--- config.mk ---
export PLATFORM = sky130hd
export DESIGN_NAME = fetch_unit
export DESIGN_NICKNAME = d
export VERILOG_FILES = /design/src/rtl/fetch_unit.sv
export SDC_FILE = /design/constraint.sdc
export NUM_CORES = 1
export LEC_CHECK = 0
export CELL_PAD_IN_SITES_DETAIL_PLACEMENT = 0
export CELL_PAD_IN_SITES_GLOBAL_PLACEMENT = 1
export CORE_UTILIZATION = 30
export CTS_CLUSTER_DIAMETER = 40
export DETAILED_ROUTE_END_ITERATION = 8
export PLACE_DENSITY_LB_ADDON = 0.1
export SLEW_MARGIN = 40
export SYNTH_ARGS = -nofsm -noshare
export SYNTH_HDL_FRONTEND = slang
export SYNTH_SLANG_ARGS = --single-unit
--- constraint.sdc ---
create_clock -name clk -period 5.6 [get_ports clk]
set_input_delay 1.12 -clock clk [delete_from_list [all_inputs] [get_ports clk]]
set_output_delay 1.12 -clock clk [all_outputs]
set_load 0.05 [all_outputs]
--- src/rtl/fetch_unit.sv ---
// fetch_unit: RV32I fetch stage with credit-limited in-order imem requests
// and a {pc, instr} FIFO presented to decode over valid/ready.
module fetch_unit #(
  parameter logic [31:0] RESET_PC = 32'h0000_0000,
  parameter int DEPTH = 2
) (
  input  logic        clk,
  input  logic        rst,
  output logic        imem_req_valid,
  input  logic        imem_req_ready,
  output logic [31:0] imem_req_addr,
  input  logic        imem_rsp_valid,
  input  logic [31:0] imem_rsp_data,
  input  logic        redirect_valid,
  input  logic [31:0] redirect_pc,
  output logic        if_valid,
  input  logic        if_ready,
  output logic [31:0] if_pc,
  output logic [31:0] if_instr,
  output logic [6:0]  if_op_code,
  output logic [2:0]  if_funct3,
  output logic [6:0]  if_funct7
);
  localparam int AW = $clog2(DEPTH);
  localparam int CW = AW + 1;
  localparam logic [CW:0] DEP = (CW+1)'(DEPTH);
  logic [31:0] pc_q, pc_d, if_pc_q, if_pc_d, if_instr_q, if_instr_d;
  logic [CW-1:0] inflight_q, inflight_d, drop_q, drop_d, count_q, count_d, left;
  logic [AW-1:0] rq_wr_q, rq_wr_d, rq_rd_q, rq_rd_d, ff_wr_q, ff_wr_d, ff_rd_q, ff_rd_d;
  logic [31:0] rq_mem_q [DEPTH];
  logic [63:0] ff_mem_q [DEPTH];
  logic req_fire, rsp_fire, push, pop;
  always_comb begin
    imem_req_valid = !rst && !redirect_valid && ({1'b0, inflight_q} + {1'b0, count_q} < DEP);
    req_fire = imem_req_valid && imem_req_ready;
    rsp_fire = imem_rsp_valid && inflight_q != '0;
    push = rsp_fire && drop_q == '0 && !redirect_valid;
    pop = if_valid && if_ready && !redirect_valid;
    pc_d = redirect_valid ? {redirect_pc[31:2], 2'b00} : pc_q + (req_fire ? 32'd4 : 32'd0);
    inflight_d = inflight_q + CW'(req_fire) - CW'(rsp_fire);
    // a redirect squashes every request still outstanding after this cycle's response
    drop_d = redirect_valid ? inflight_q - CW'(rsp_fire) : drop_q - CW'(rsp_fire && drop_q != '0);
    left = count_q - CW'(pop);
    count_d = redirect_valid ? '0 : left + CW'(push);
    rq_wr_d = rq_wr_q + AW'(req_fire);
    rq_rd_d = rq_rd_q + AW'(rsp_fire);
    ff_wr_d = ff_wr_q + AW'(push);
    ff_rd_d = redirect_valid ? ff_wr_q : ff_rd_q + AW'(pop);
    // output registers always hold the entry that will be the FIFO head next cycle
    {if_pc_d, if_instr_d} = (push && left == '0) ? {rq_mem_q[rq_rd_q], imem_rsp_data}
                          : (left != '0 && !redirect_valid) ? ff_mem_q[ff_rd_d]
                          : {if_pc_q, if_instr_q};
  end
  always_ff @(posedge clk) begin
    if (rst) begin
      pc_q <= RESET_PC;
      inflight_q <= '0;
      drop_q <= '0;
      count_q <= '0;
      rq_wr_q <= '0;
      rq_rd_q <= '0;
      ff_wr_q <= '0;
      ff_rd_q <= '0;
      if_pc_q <= '0;
      if_instr_q <= '0;
    end else begin
      pc_q <= pc_d;
      inflight_q <= inflight_d;
      drop_q <= drop_d;
      count_q <= count_d;
      rq_wr_q <= rq_wr_d;
      rq_rd_q <= rq_rd_d;
      ff_wr_q <= ff_wr_d;
      ff_rd_q <= ff_rd_d;
      if_pc_q <= if_pc_d;
      if_instr_q <= if_instr_d;
    end
  end
  always_ff @(posedge clk) begin
    if (req_fire) rq_mem_q[rq_wr_q] <= pc_q;
    if (push) ff_mem_q[ff_wr_q] <= {rq_mem_q[rq_rd_q], imem_rsp_data};
  end
  assign imem_req_addr = {pc_q[31:2], 2'b00};
  assign if_valid = count_q != '0;
  assign if_pc = if_pc_q;
  assign if_instr = if_instr_q;
  assign if_op_code = if_instr_q[6:0];
  assign if_funct3 = if_instr_q[14:12];
  assign if_funct7 = if_instr_q[31:25];
endmodule

==> impl_metrics.py, run 1 <==
metrics = {
    "detailed_routing": {
        "remaining_drc_errors": 0,
        "antenna_left": 0,
        "route.vias.total": 7913,
        "routed_wl_um": 32900,
        "drt_pass1_iterations": 5,
        "first_iter_violations": 391,
        "wire_per_inst_um": 19.9,
        "via_per_inst": 4.79,
    },
    "power_and_ir_drop": {
        "pwr-share-seq": 0.370,
        "p_per_area_nw_per_um2": 445,
        "cellLeakagePower_nw": 5.45,
        "ir_drop_uv": 198,
        "combPwrFrac": 0.214,
        "clkPwrFrac": 0.417,
        "intPower_mw": 4.89,
        "swShare": 0.303,
        "p_sw_mw": 2.13,
    },
    "timing": {
        "hold_violations": 0,
        "finClkSkew_ns": 0.0149,
        "worstMarginPinSlew_ns": 0.822,
        "relSlewSlack": 0.452,
        "period_share": 0.704,
        "setup_viol": 0,
        "period_needed_ns": 3.94,
        "tns_ns": 0,
        "rsz0062_at_grt": "false",
        "fmax_mhz": 254,
        "drv_slew": 0,
    },
    "cells_and_area": {
        "antenna_cells": 0,
        "utilization": 0.406,
        "n_fill_cell": 3740,
        "syn_to_final_growth_pct": 32.7,
        "nets": 1173,
        "final_cells": 1651,
        "layout-drive-gt1-share": 0.165,
        "register_area_um2": 7570,
        "design_area_um2": 15800,
        "multiInputGateArea_um2": 3900,
    },
    "synthesis": {
        "yosysWarnings": 0,
        "async_flop_share": 0,
        "ys_ff_latch": 286,
        "syn-cell-area_um2": 11900,
        "syn_area_per_cell_um2": 12.9,
        "synth-edff-count": 184,
        "synth_cell_types": 49,
        "ys_seq_area_frac": 0.636,
        "synth-main-ff-cell": "edfxtp_1",
        "synthCells": 919,
    },
    "global_routing": {
        "grt_pass1_wl_um": 50500,
        "grt_start_max_net_pins": 56,
        "overflow": 0,
        "grt_pass1_vias": 8128,
        "grt_usage": 0.165,
        "grt_antenna_before_repair": 3,
    },
    "worst_setup_path": {
        "reg2reg_to": "pc_q[31]",
        "ff2ff_path_depth": 10,
        "crit_start": "redirect_valid",
        "worst-path-buf-inv": 2,
        "cpPeakStageDelay_ns": 0.88,
        "crit_chain": "buf_2, nor4_4, clkdlybuf4s50_1",
        "cp.required_ns": 4.48,
        "start_kind": "input port",
        "cp-end-kind": "output port",
        "cp_slowest_cell": "clkdlybuf4s50_1",
        "critical_path_class": "input port to output port",
        "regToRegSetupSlack_ns": 2.19,
        "crit_fanout": 32,
        "crit_family": "buffers and inverters",
        "crit-reg2reg-launch": "inflight_q[0]",
        "cp.arrival_ns": 2.82,
    },
    "clock_tree": {
        "htree_levels": 2,
        "cts_hold_buffers": 0,
        "ctsResizeCount": 0,
        "cts_sinks": 286,
        "cts-buffers-inserted": 48,
        "post_cts_buffers": 0,
        "clkTransAtPathRegs_ns": 0.05,
        "clock_latency_ns": 0.56,
        "cts_buffer_depth": 3,
        "cts_tree": "built",
        "cts_root_buffer": "clkbuf_16",
    },
    "placed_design": {
        "dp_hpwl_um": 20100,
        "place_area_um2": 14100,
        "port_buffers": 178,
        "gp_congestion": 0.687,
        "place_inst": 1561,
    },
    "worst_hold_path": {
        "holdPathEnd": "if_pc[18]",
        "min_from": "if_pc[18]",
        "hold_depth": 2,
        "hold_class": "flop to flop",
    },
    "die": {
        "start_util": 0.306,
        "rows": 72,
        "core_um2": 38900,
        "dieArea_um2": 40400,
        "dieHeight_um": 201,
        "die_x_um": 201,
        "ios": 185,
    },
    "flow_run": {
        "cap_violations": 0,
    },
    "run_status": {
        "outcome": "finished clean",
    },
}
stage by stage:
step	setup WS [ns]	power (mW)	hold slack [ns]
finish	1.66	7.02	0.485
global route	1.52	7.31	0.516
CTS	1.61	7.12	0.488
detailed placement	1.54	4.15	0.477
global placement	1.57	4.15	0.482
floorplan	1.65	3.63	0.479
synthesized netlist by cell type, types with 3 or more instances:
library cell / number / area (µm²)
mux2_2: 60 / 676
nand4_1: 5 / 31.3
and2_1: 3 / 18.8
clkbuf_1: 32 / 120
o211ai_1: 29 / 218
ha_1: 9 / 113
or3_1: 5 / 31.3
dfxtp_1: 102 / 2040
xor2_1: 8 / 70.1
mux2i_1: 63 / 631
nor4_4: 3 / 63.8
buf_2: 15 / 75.1
o22ai_1: 32 / 200
nor2_1: 70 / 263
and4_1: 3 / 26.3
nor4_1: 5 / 31.3
nor3_1: 9 / 45.0
buf_4: 27 / 203
a21oi_1: 40 / 200
inv_1: 13 / 48.8
xnor2_1: 26 / 228
nand2_1: 52 / 195
a311oi_1: 4 / 35.0
a211oi_1: 17 / 128
edfxtp_1: 184 / 5530
a22oi_1: 32 / 240
o21ai_0: 36 / 180
buf_1: 5 / 18.8
nand3_1: 8 / 40.0
layout by cell type, fill, tap and decap left out, drive strengths merged, types with 7 or more instances in the layout:
cell type / synthesis / routed
clkbuf: 32 / 62
nor2: 70 / 70
clkinv: 1 / 16
nor4: 9 / 9
buf: 48 / 25
a22oi: 32 / 32
a21oi: 40 / 40
dfxtp: 102 / 102
xor2: 8 / 8
a211oi: 17 / 17
clkdlybuf4s50: 0 / 176
inv: 13 / 15
nor3: 9 / 9
nand4: 7 / 7
ha: 9 / 9
edfxtp: 184 / 184
mux2i: 63 / 63
clkinvlp: 0 / 7
xnor2: 26 / 26
mux2: 60 / 60
o21ai: 37 / 37
nand3: 9 / 9
o211ai: 29 / 29
o22ai: 32 / 32
nand2: 52 / 52
per-layer routing:
layer	GRT usage	routed length, µm	vias to the layer above
li1	-	-	3785
met1	0.218	15300	3879
met2	0.263	15200	189
met3	0.0403	1770	54
met4	0.0529	624	6
met5	0	48	-
power groups by stage:
stage	sequential [mW]	combinational, mW	clock [mW]
6_report	2.60	1.50	2.93
5_1_grt	2.62	1.61	3.08
4_1_cts	2.60	1.52	3.00
3_5_place_dp	2.64	1.51	0
3_3_place_gp	2.64	1.51	0
2_1_floorplan	2.98	0.653	0
cell families after synthesis:
kind of cell    after synthesis  share of synthesized area
compound gates              195                      0.104
xor+xnor                     34                     0.0250
fa+ha+maj                    10                     0.0112
buf+inv                      94                     0.0404
flops                       286                      0.636
mux                         123                      0.110
other cells                   1                   0.000315
simple gates                176                     0.0727
final cells by class:
cell class	instances	share of cell area
Clock inverter	28	0.0186
Timing Repair Buffer	201	0.126
Inverter	14	0.00333
Sequential cell	286	0.480
Tap cell	518	0.0411
Clock buffer	62	0.0847
Multi-Input combinational cell	542	0.247
registers in the layout (all words and copies together), names as in the netlist:
name and flops:
ff_mem_q 124, rq_mem_q 60, if_instr 32, if_pc 30, pc_q 30, count_q 2
drop_q 2, inflight_q 2, ff_rd_q 1, ff_wr_q 1, rq_rd_q 1, rq_wr_q 1
tightest hold or removal path: cells and delay by family (launching register included):
| family | cells | cell delay (ns) |
|---|---|---|
| and+or+nand+nor | 1 | 0.09 |
| AOI/OAI and AO/OA | 1 | 0.04 |
| DFF | 1 | 0.30 |
worst max-delay path by stage:
| stage | endpoint | cells after the start | slack, ns |
|---|---|---|---|
| global placement | ff_mem_q[1][28] | 6 | 1.57 |
| CTS | imem_req_valid | 5 | 1.61 |
| finish | imem_req_valid | 3 | 1.66 |
| floorplan | ff_mem_q[0][0] | 5 | 1.65 |
| global route | imem_req_valid | 5 | 1.52 |
| detailed placement | if_instr[7] | 8 | 1.54 |
No activity file was read; power rests on OpenSTA's default activity.
==> run 2: changes to the inputs <==
==> constraint.sdc (replaced) <==
create_clock -name clk -period 3.2 [get_ports clk]
set_input_delay 0.64 -clock clk [delete_from_list [all_inputs] [get_ports clk]]
set_output_delay 0.64 -clock clk [all_outputs]
set_load 0.05 [all_outputs]
==> impl_metrics.py, run 2 (synthesized netlist as in run 1, its figures left out) <==
metrics = {
    "worst_setup_path": {
        "ff2ff_path_depth": 10,
        "reg2reg_to": "pc_q[26]",
        "start_kind": "flop",
        "regToRegSetupSlack_ns": 0.21,
        "cp-end-kind": "flop",
        "crit_fanout": 10,
        "critical_path_class": "flop to flop",
        "cp.arrival_ns": 3.46,
        "cp.required_ns": 3.68,
        "crit-reg2reg-launch": "inflight_q[0]",
    },
    "global_routing": {
        "use_met3": 0.0400,
        "overflow": 0,
        "gr-usage-met1": 0.216,
        "grt_pass1_vias": 8004,
        "grt_start_max_net_pins": 55,
        "grt_antenna_before_repair": 4,
        "grtUsageMet2": 0.259,
        "grt_usage": 0.162,
        "grt_pass1_wl_um": 49700,
        "grt_busiest_layer": "met2",
    },
    "detailed_routing": {
        "route.vias.total": 7864,
        "via_per_inst": 4.73,
        "remaining_drc_errors": 0,
        "routed_wl_um": 32500,
        "drt_pass1_iterations": 4,
        "first_iter_violations": 358,
        "wire_per_inst_um": 19.5,
        "antenna_left": 0,
    },
    "placed_design": {
        "place_inst": 1570,
        "port_buffers": 178,
        "dp_hpwl_um": 20000,
        "gp_congestion": 0.689,
    },
    "clock_tree": {
        "cts-buffers-inserted": 51,
        "ctsResizeCount": 0,
        "post_cts_buffers": 0,
        "htree_levels": 2,
        "cts_buffer_depth": 3,
        "clkTransAtPathRegs_ns": 0.05,
        "cts_sinks": 286,
        "clock_latency_ns": 0.57,
        "cts_tree": "built",
        "cts_hold_buffers": 0,
        "cts_root_buffer": "clkbuf_16",
    },
    "cells_and_area": {
        "nets": 1185,
        "utilization": 0.412,
        "final_cell_mix": "184 x edfxtp_1, 175 x clkdlybuf4s50_1, 101 x dfxtp_1",
        "layout-drive-gt1-share": 0.175,
        "largest-register": "ff_mem_q",
        "largest_register_ff_count": 124,
        "syn_to_final_growth_pct": 34.8,
        "layout_commonest_cell": "edfxtp_1",
        "final_cells": 1664,
    },
    "die": {
        "rows": 72,
        "dieArea_um2": 40400,
        "ios": 185,
        "die_x_um": 201,
        "core_um2": 38900,
        "dieHeight_um": 201,
        "start_util": 0.306,
    },
    "timing": {
        "fmax_mhz": 335,
        "rsz0062_at_grt": "false",
        "period_share": 0.933,
        "finClkSkew_ns": 0.0245,
        "tns_ns": 0,
        "hold_violations": 0,
        "setup_viol": 0,
        "relSlewSlack": 0.523,
        "drv_slew": 0,
        "period_needed_ns": 2.99,
        "worstMarginPinSlew_ns": 0.716,
    },
    "power_and_ir_drop": {
        "p_per_area_nw_per_um2": 789,
        "ir_drop_uv": 332,
        "power_mw": 12.7,
        "cellLeakagePower_nw": 5.59,
    },
    "run_status": {
        "outcome": "finished clean",
    },
    "worst_hold_path": {
        "min_from": "if_pc[6]",
        "hold_class": "flop to flop",
        "hold_depth": 2,
        "holdPathEnd": "if_pc[6]",
    },
    "flow_run": {
        "cap_violations": 0,
    },
}
[run 2: cell count changes in the layout (fill, tap and decap cells not counted), sizes merged, moves of 2 or more]
cell / change
buf: +10
bufinv: +2
clkbuf: -3
clkinv: +2
clkinvlp: -5
inv: +7
[run 2: area by class of cell]
class | instances | area, µm²
Inverter | 14 | 52.6
Antenna cell | 1 | 2.50
Tap cell | 518 | 648
Clock inverter | 34 | 392
Timing Repair Buffer | 210 | 2110
Fill cell | 3743 | 22900
Clock buffer | 59 | 1350
Multi-Input combinational cell | 542 | 3920
Sequential cell | 286 | 7570
[run 2: critical path: stages (launching register included)]
cell and delay (ns):
dfxtp_1 0.36, inv_1 0.07, nor2_1 0.13, fa_1 0.46, nor4_4 0.30, and2_4 0.22
ha_1 0.32, nand4_4 0.25, nor4_1 0.46, xnor2_1 0.10, a211oi_1 0.22
[run 2: worst max-delay path by stage]
| stage | from | slack [ns] | cells past startpoint | endpoint |
|---|---|---|---|---|
| final | inflight_q[0] | 0.21 | 10 | pc_q[26] |
| after global routing | inflight_q[0] | 0.04 | 10 | pc_q[26] |
| after CTS | inflight_q[0] | 0.18 | 10 | pc_q[26] |
| after detailed placement | inflight_q[0] | 0.19 | 10 | pc_q[26] |
| after global placement | if_ready | 0.23 | 9 | if_instr[8] |
| after floorplan | redirect_valid | -0.27 | 5 | ff_mem_q[0][0] |
[run 2: power breakdown]
part	leakage [nW]	total, mW	switching [mW]	internal, mW
logic	2.23	2.67	1.68	0.990
registers	2.51	4.55	0.219	4.33
clock network	0.849	5.44	1.91	3.53
total	5.59	12.7	3.80	8.85
[run 2: metrics by stage]
stage	instance area (µm²)	worst slack, ns	hold WS, ns
CTS	16000	0.179	0.490
floorplan	11900	-0.273	0.479
detailed placement	14300	0.187	0.479
finish	16000	0.215	0.486
global route	16000	0.0356	0.506
global placement	14300	0.234	0.479
[run 2: layer usage]
metal,wire length (µm),up-vias
li1,-,3815
met1,15000,3831
met2,15400,164
met3,1500,48
met4,570,6
met5,46,-
